<file path="src/rtl/alu_issue_unit.sv">
// Three-state issue unit: accepts one instruction, drives a registered
// ALU operand set, captures the result and retires it to an 8x32 file.
module alu_issue_unit (
  input  logic        clk,
  input  logic        rst,
  input  logic        in_valid,
  input  logic [31:0] in_instr,
  output logic        in_ready,
  output logic [3:0]  alu_ctrl,
  output logic [31:0] alu_a,
  output logic [31:0] alu_b,
  input  logic [31:0] alu_res,
  input  logic        alu_zf,
  input  logic        alu_nf,
  input  logic        alu_ef,
  input  logic        alu_gf,
  input  logic        alu_lf,
  output logic        done,
  output logic        err,
  output logic [4:0]  flags,
  input  logic [2:0]  dbg_addr,
  output logic [31:0] dbg_data
);

  localparam logic [1:0] IDLE = 2'd0;
  localparam logic [1:0] EXEC = 2'd1;
  localparam logic [1:0] WB   = 2'd2;

  logic [1:0]  state_q, state_d;
  logic [31:0] rf_q [8];
  logic [3:0]  ctrl_q;
  logic [31:0] a_q, b_q;
  logic [31:0] res_q;
  logic [4:0]  fl_q;
  logic [4:0]  flags_q;
  logic [2:0]  rd_q;
  logic        err_q;

  logic [3:0]  op;
  logic [2:0]  rd, rs1, rs2;
  logic        imm_sel;
  logic [15:0] imm;
  logic        legal;
  logic        accept;
  logic [31:0] opa, opb;
  logic        unused_bits;

  assign op      = in_instr[31:28];
  assign rd      = in_instr[27:25];
  assign rs1     = in_instr[24:22];
  assign rs2     = in_instr[21:19];
  assign imm_sel = in_instr[16];
  assign imm     = in_instr[15:0];
  assign unused_bits = ^in_instr[18:17];

  assign legal  = (op <= 4'd9);
  assign accept = in_valid && in_ready;

  // r0 is never written, so a plain read returns zero
  assign opa = rf_q[rs1];
  assign opb = imm_sel ? {{16{imm[15]}}, imm} : rf_q[rs2];

  always_comb begin
    state_d = state_q;
    unique case (state_q)
      IDLE: if (accept) state_d = legal ? EXEC : WB;
      EXEC: state_d = WB;
      WB:   state_d = IDLE;
      default: state_d = IDLE;
    endcase
  end

  always_ff @(posedge clk or posedge rst) begin
    if (rst) begin
      state_q <= IDLE;
      ctrl_q  <= '0;
      a_q     <= '0;
      b_q     <= '0;
      res_q   <= '0;
      fl_q    <= '0;
      flags_q <= '0;
      rd_q    <= '0;
      err_q   <= 1'b0;
      for (int i = 0; i < 8; i++) rf_q[i] <= '0;
    end else begin
      state_q <= state_d;
      if (accept) begin
        rd_q  <= rd;
        err_q <= !legal;
      end
      if (accept && legal) begin
        ctrl_q <= op;
        a_q    <= opa;
        b_q    <= opb;
      end
      if (state_q == EXEC) begin
        res_q <= alu_res;
        fl_q  <= {alu_zf, alu_nf, alu_ef, alu_gf, alu_lf};
      end
      if (state_q == WB && !err_q) begin
        flags_q <= fl_q;
        if (rd_q != 3'd0) rf_q[rd_q] <= res_q;
      end
    end
  end

  assign in_ready = (state_q == IDLE) && !rst;
  assign done     = (state_q == WB);
  assign err      = done && err_q;
  assign flags    = flags_q;
  assign alu_ctrl = ctrl_q;
  assign alu_a    = a_q;
  assign alu_b    = b_q;
  assign dbg_data = (dbg_addr == 3'd0) ? 32'd0 : rf_q[dbg_addr];

endmodule

</file>
<file path="config.mk">
export PLATFORM = sky130hd
export DESIGN_NAME = alu_issue_unit
export DESIGN_NICKNAME = d
export VERILOG_FILES = /design/src/rtl/alu_issue_unit.sv
export SDC_FILE = /design/constraint.sdc
export NUM_CORES = 1
export LEC_CHECK = 0
export CORE_UTILIZATION = 55
export CTS_BUF_LIST = sky130_fd_sc_hd__clkbuf_4
export DETAILED_ROUTE_END_ITERATION = 6
export PLACE_DENSITY = 0.8
export SLEW_MARGIN = 20
export SYNTH_ARGS = -nofsm -noshare
export SYNTH_HDL_FRONTEND = slang
export SYNTH_SLANG_ARGS = --single-unit
export TNS_END_PERCENT = 50
</file>
<file path="constraint.sdc">
create_clock -name clk -period 16.5 [get_ports clk]
set_input_delay 2.475 -clock clk [delete_from_list [all_inputs] [get_ports clk]]
set_output_delay 2.475 -clock clk [all_outputs]
set_load 0.005 [all_outputs]
</file>
Word-level counts from Yosys, hierarchy flattened:

Cells that the tools add are included.

* flip-flop bits (word level): 372
* input bits: 75
* output and inout port bits: 108
* word-level logic and storage cells: 60

* order comparisons: 6
* equality and inequality tests: 3
* multiplexer cells: 17
* bitwise logic cells: 4
* reduce and logical (&&, ||, !) cells: 13

Operator list (number)
* 32-bit binary-select mux with 3-bit select: 3
* 32-bit two-way mux: 9
* 256-bit bitwise mux: 1
* 32-bit demux with 3-bit select: 1
* 4-bit >= comparator (second input constant): 4
* 3-bit inverter with 4-bit output: 4
* 1-bit logical AND: 6
* 4-bit less-or-equal comparator (second input constant): 1
* 4-bit by 1-bit less-than comparator with 1-bit output (second input constant): 1
* 2-bit two-way mux: 2
* 2-bit one-hot mux with 2 select lines: 1
* 1-bit zero test: 3
* 3-bit zero test: 1
* 3-bit nonzero test: 1
* 2-bit by 1-bit equality test with 1-bit output (second input constant): 1
* 2-bit equality test (second input constant): 1
* 2-bit zero test: 1
* 2-bit != test (second input constant): 1
* 2-bit AND reduction: 1

Depth between registers and ports, before layout:

* word-level depth: 6
* depth in mapped cells: 7

Worst setup path after synthesis:

Ideal clock, no wire load.

* path kind: input to output
* start point: in dbg_addr[0]
* end point: out dbg_data[18]
* arrival time: 3.686 ns
* required time: 14.025 ns
* path slack: 10.339 ns
* cell stages on the path: 5
* buffers on the path: 2
* cell sequence: buf_2 -> buf_2 -> mux4_2 -> inv_1 -> a21oi_1

* longest elaborated chain between the ends: 5
* elaborated cells between the ends (all ways): 6

RTL lines
* from (decl): RTL line 21 `input logic [2:0] dbg_addr,`
* 3-bit inverter with 4-bit output (implied by the code): RTL line 114 `assign dbg_data = (dbg_addr == 3'd0) ? 32'd0 : rf_q[dbg_addr];`
* 32-bit binary-select mux with 3-bit select: RTL line 114
* 32-bit two-way mux (implied by the code) (2 in series): RTL line 114
* 32-bit two-way mux *: RTL line 114
* to (decl): RTL line 22 `output logic [31:0] dbg_data`

Mark *: on every way between the ends. The rest lies on a longest branch, timed or not. The select of a mux whose other input is x is not followed.

Worst setup path in the final report:

* start point: in dbg_addr[0]
* end point: out dbg_data[31]

The elaborated chain is that of the path after synthesis.

==> impl_results.md <==
- Min Tclk post-route: about 7400 ps
- Worst IR drop on VDD: around 0.00008 V
- Die Ht: approximately 190 um
- Final Cycle Share: 0.4494
- Total GRT Usage: 0.2902
- DRC Markers: 0
- Placement Setup Slack: just over 9000 ps
- CTS root buf: clkbuf_4
- Critical Path AT: ~4900 ps
- Total grt overflow: 0
- Leak pwr: about 9.9 nW
- H-tree levels: 3
- Ys Warns: 0
- Setup violations, final: 0
- Via count: between 10,000 and 15,000
- PostCTS Resize Cnt: 0
- Initial antenna violation count: 1
- Worst-path clk slew: 60 ps
- Detailed placer's ending HPWL: between 20 and 30 mm
- I/O pin cnt: between 150 and 200
- Worst-case clock buffer depth: 3
- Status: finished, final reports clean
- Cells after synthesis: 1,417
- Synth Cell Area: ~19,000 um^2
- Clk_lat worst skew: roughly 750 ps
- CP Capture Type: primary output
- CP Class: in -> out
- Slew Viols, Final: 0
- Sequential share of the synthesized area: 0.4865
- Startpoint Class: input port
- Largest net degree at the start of global routing: roughly 150
- Most frequent cells in the layout: 372 x dfrtp_1, 298 x mux2_2, 172 x clkdlybuf4s50_1
- Row count: 67
- Number of synthesized register bits: around 370
- ANT nets after route: 0
- First-pass GRT wire length: roughly 79 mm
- Netlist cell types: 31
- Layout Nets: ~1,600
- Post-Syn Nets: between 1,000 and 1,500
- Initial Util: 0.5650
- Vias in the first global route: 13,930
- HP Class: reg -> reg
- Die X: ~190 um
- Most common cell after layout, fill and taps aside: dfrtp_1
- Worst hold slack: approximately 400 ps
- Placer congestion estimate: between 0.8 and 0.9
- Post-Syn Area per Cell: between 10 and 15 um^2
- RSZ-0062 raised after global routing: no
- Post-CTS setup-driven buffer insertion count: 0
- Largest fanout on the critical path: between 50 and 60
- Fmax: roughly 130 MHz
- Worst Path Required: 14,030 ps
- CTS Buf Count: just under 100
- CTS Hold Buffers Added: 0
- Initial DRT Pass Iterations: 5
- Clock Skews: between 50 and 60 ps
- Fillers: around 2,500
- Slew Limit Headroom: 0.2065
- TNS Setup: 0 ps
- Power per cell area: 142.4 nW/um^2
- Fraction of layout cells with a size suffix above 1: 0.3714
- Die footprint: between 30,000 and 40,000 um^2
- Synth-to-Final Area Change: 16.18%
- Worst slew pin tran: about 1200 ps
- Routed WL per cell: 24.14 um
- Core Region: between 30,000 and 40,000 um^2
- DRT iter0 DRCs: 1,127
- Setup WS post-layout: slightly above 9000 ps
- Final hold vios: 0
- Clk sink count: 372
- IO Port Bufs: 180
- Maxcap violations: 0
- CTS tree: done
- Final WL: slightly above 50 mm
- Vias/cell: around 6.4
kinds of logic (layout without fill, tap and decap cells):
group / after synthesis / in the layout / synth area share
muxes: 540 / 540 / 0.3760
and+or+nand+nor: 98 / 98 / 0.02236
buffers and inverters: 180 / 400 / 0.04178
AOI/OAI and AO/OA: 227 / 227 / 0.07336
other: 0 / 1 / 0
DFF: 372 / 372 / 0.4865
final cells by class:
type | instances | area (um^2) | share of cell area
Antenna cell | 1 | 2.502 | 0.0001126
Clock buffer | 144 | 1081 | 0.04862
Clock inverter | 20 | 111.4 | 0.005009
Inverter | 34 | 135.1 | 0.006078
Multi-Input combinational cell | 865 | 9090 | 0.4089
Sequential cell | 372 | 9309 | 0.4187
Tap cell | 448 | 560.5 | 0.02521
Timing Repair Buffer | 202 | 1943 | 0.08740
worst paths after layout:
path | endpoint | cells past startpoint | from | slack [ps]
setup / recovery | dbg_data[31] | 6 | dbg_addr[0] | 9080
hold / removal | rf_q[243] | 0 | rf_q[243] | 400
setup reg to reg | alu_b[15] | 5 | state_q[1] | 13400
hold reg to reg | rf_q[243] | 0 | rf_q[243] | 400
max in group asynchronous | rf_q[185] | 3 | rst | 12450
min in group asynchronous | rf_q[200] | 2 | rst | 2430
report_power, final:
part	leakage, nW	total (W)	internal [W]	switching, W
Combinational	4.36	0.000894	0.000576	0.000318
Sequential	4.83	0.00148	0.00120	0.000285
Clock	0.711	0.000788	0.000411	0.000377
Total	9.90	0.00317	0.00219	0.000979
worst max-delay path, stage by stage:
cell	delay, ps
buf_4	220
buf_4	790
mux4_2	600
nand2_1	80
o21ai_0	220
clkdlybuf4s50_1	540
metrics by stage:
step	area (um^2)	power, W	instances	util
CTS	22230	0.003178	2085	0.6563
global placement	21030	0.002332	1921	0.6211
floorplan	19140	0.002005	1417	-
global route	22230	0.003346	2086	0.6565
finish	22230	0.003166	2086	0.6565
detailed placement	21030	0.002386	1921	0.6211
cell usage after synthesis, drive strengths merged:
| cell | instances | area (um^2) |
|---|---|---|
| and3 | 1 | 6.260 |
| mux4 | 113 | 2545 |
| a22oi | 31 | 232.7 |
| nand3 | 4 | 20.02 |
| a21oi | 64 | 324.1 |
| mux2i | 126 | 1261 |
| nor3b | 1 | 18.77 |
| and2b | 1 | 7.510 |
| o21bai | 1 | 7.510 |
| o21ai | 82 | 410.4 |
| inv | 34 | 127.6 |
| clkbuf | 82 | 312.8 |
| dfrtp | 372 | 9309 |
| mux2 | 301 | 3390 |
| nor3 | 1 | 10.01 |
| and2 | 2 | 12.51 |
| a221oi | 48 | 420.4 |
| buf | 64 | 359.1 |
| nor2 | 19 | 71.32 |
| nand2 | 61 | 229.0 |
| o22a | 1 | 8.760 |
| nor2b | 7 | 43.79 |
| and4 | 1 | 8.760 |
sequential cells by signal, summed over array words and instances (netlist names):
signal    cells
alu_ctrl      4
alu_b        32
fl_q          5
alu_a        32
flags         5
state_q       2
res_q        32
err_q         1
rd_q          3
rf_q        256
metal layers:
| layer | track usage | vias to the layer above | wire (um) |
|---|---|---|---|
| met4 | 0.1399 | 0 | 1762 |
| met1 | 0.3793 | 6917 | 20140 |
| met2 | 0.4649 | 644 | 24650 |
| li1 | - | 5701 | - |
| met5 | 0 | - | 0 |
| met3 | 0.05997 | 130 | 3816 |
Note: power is estimated with default switching activity, not from simulation.
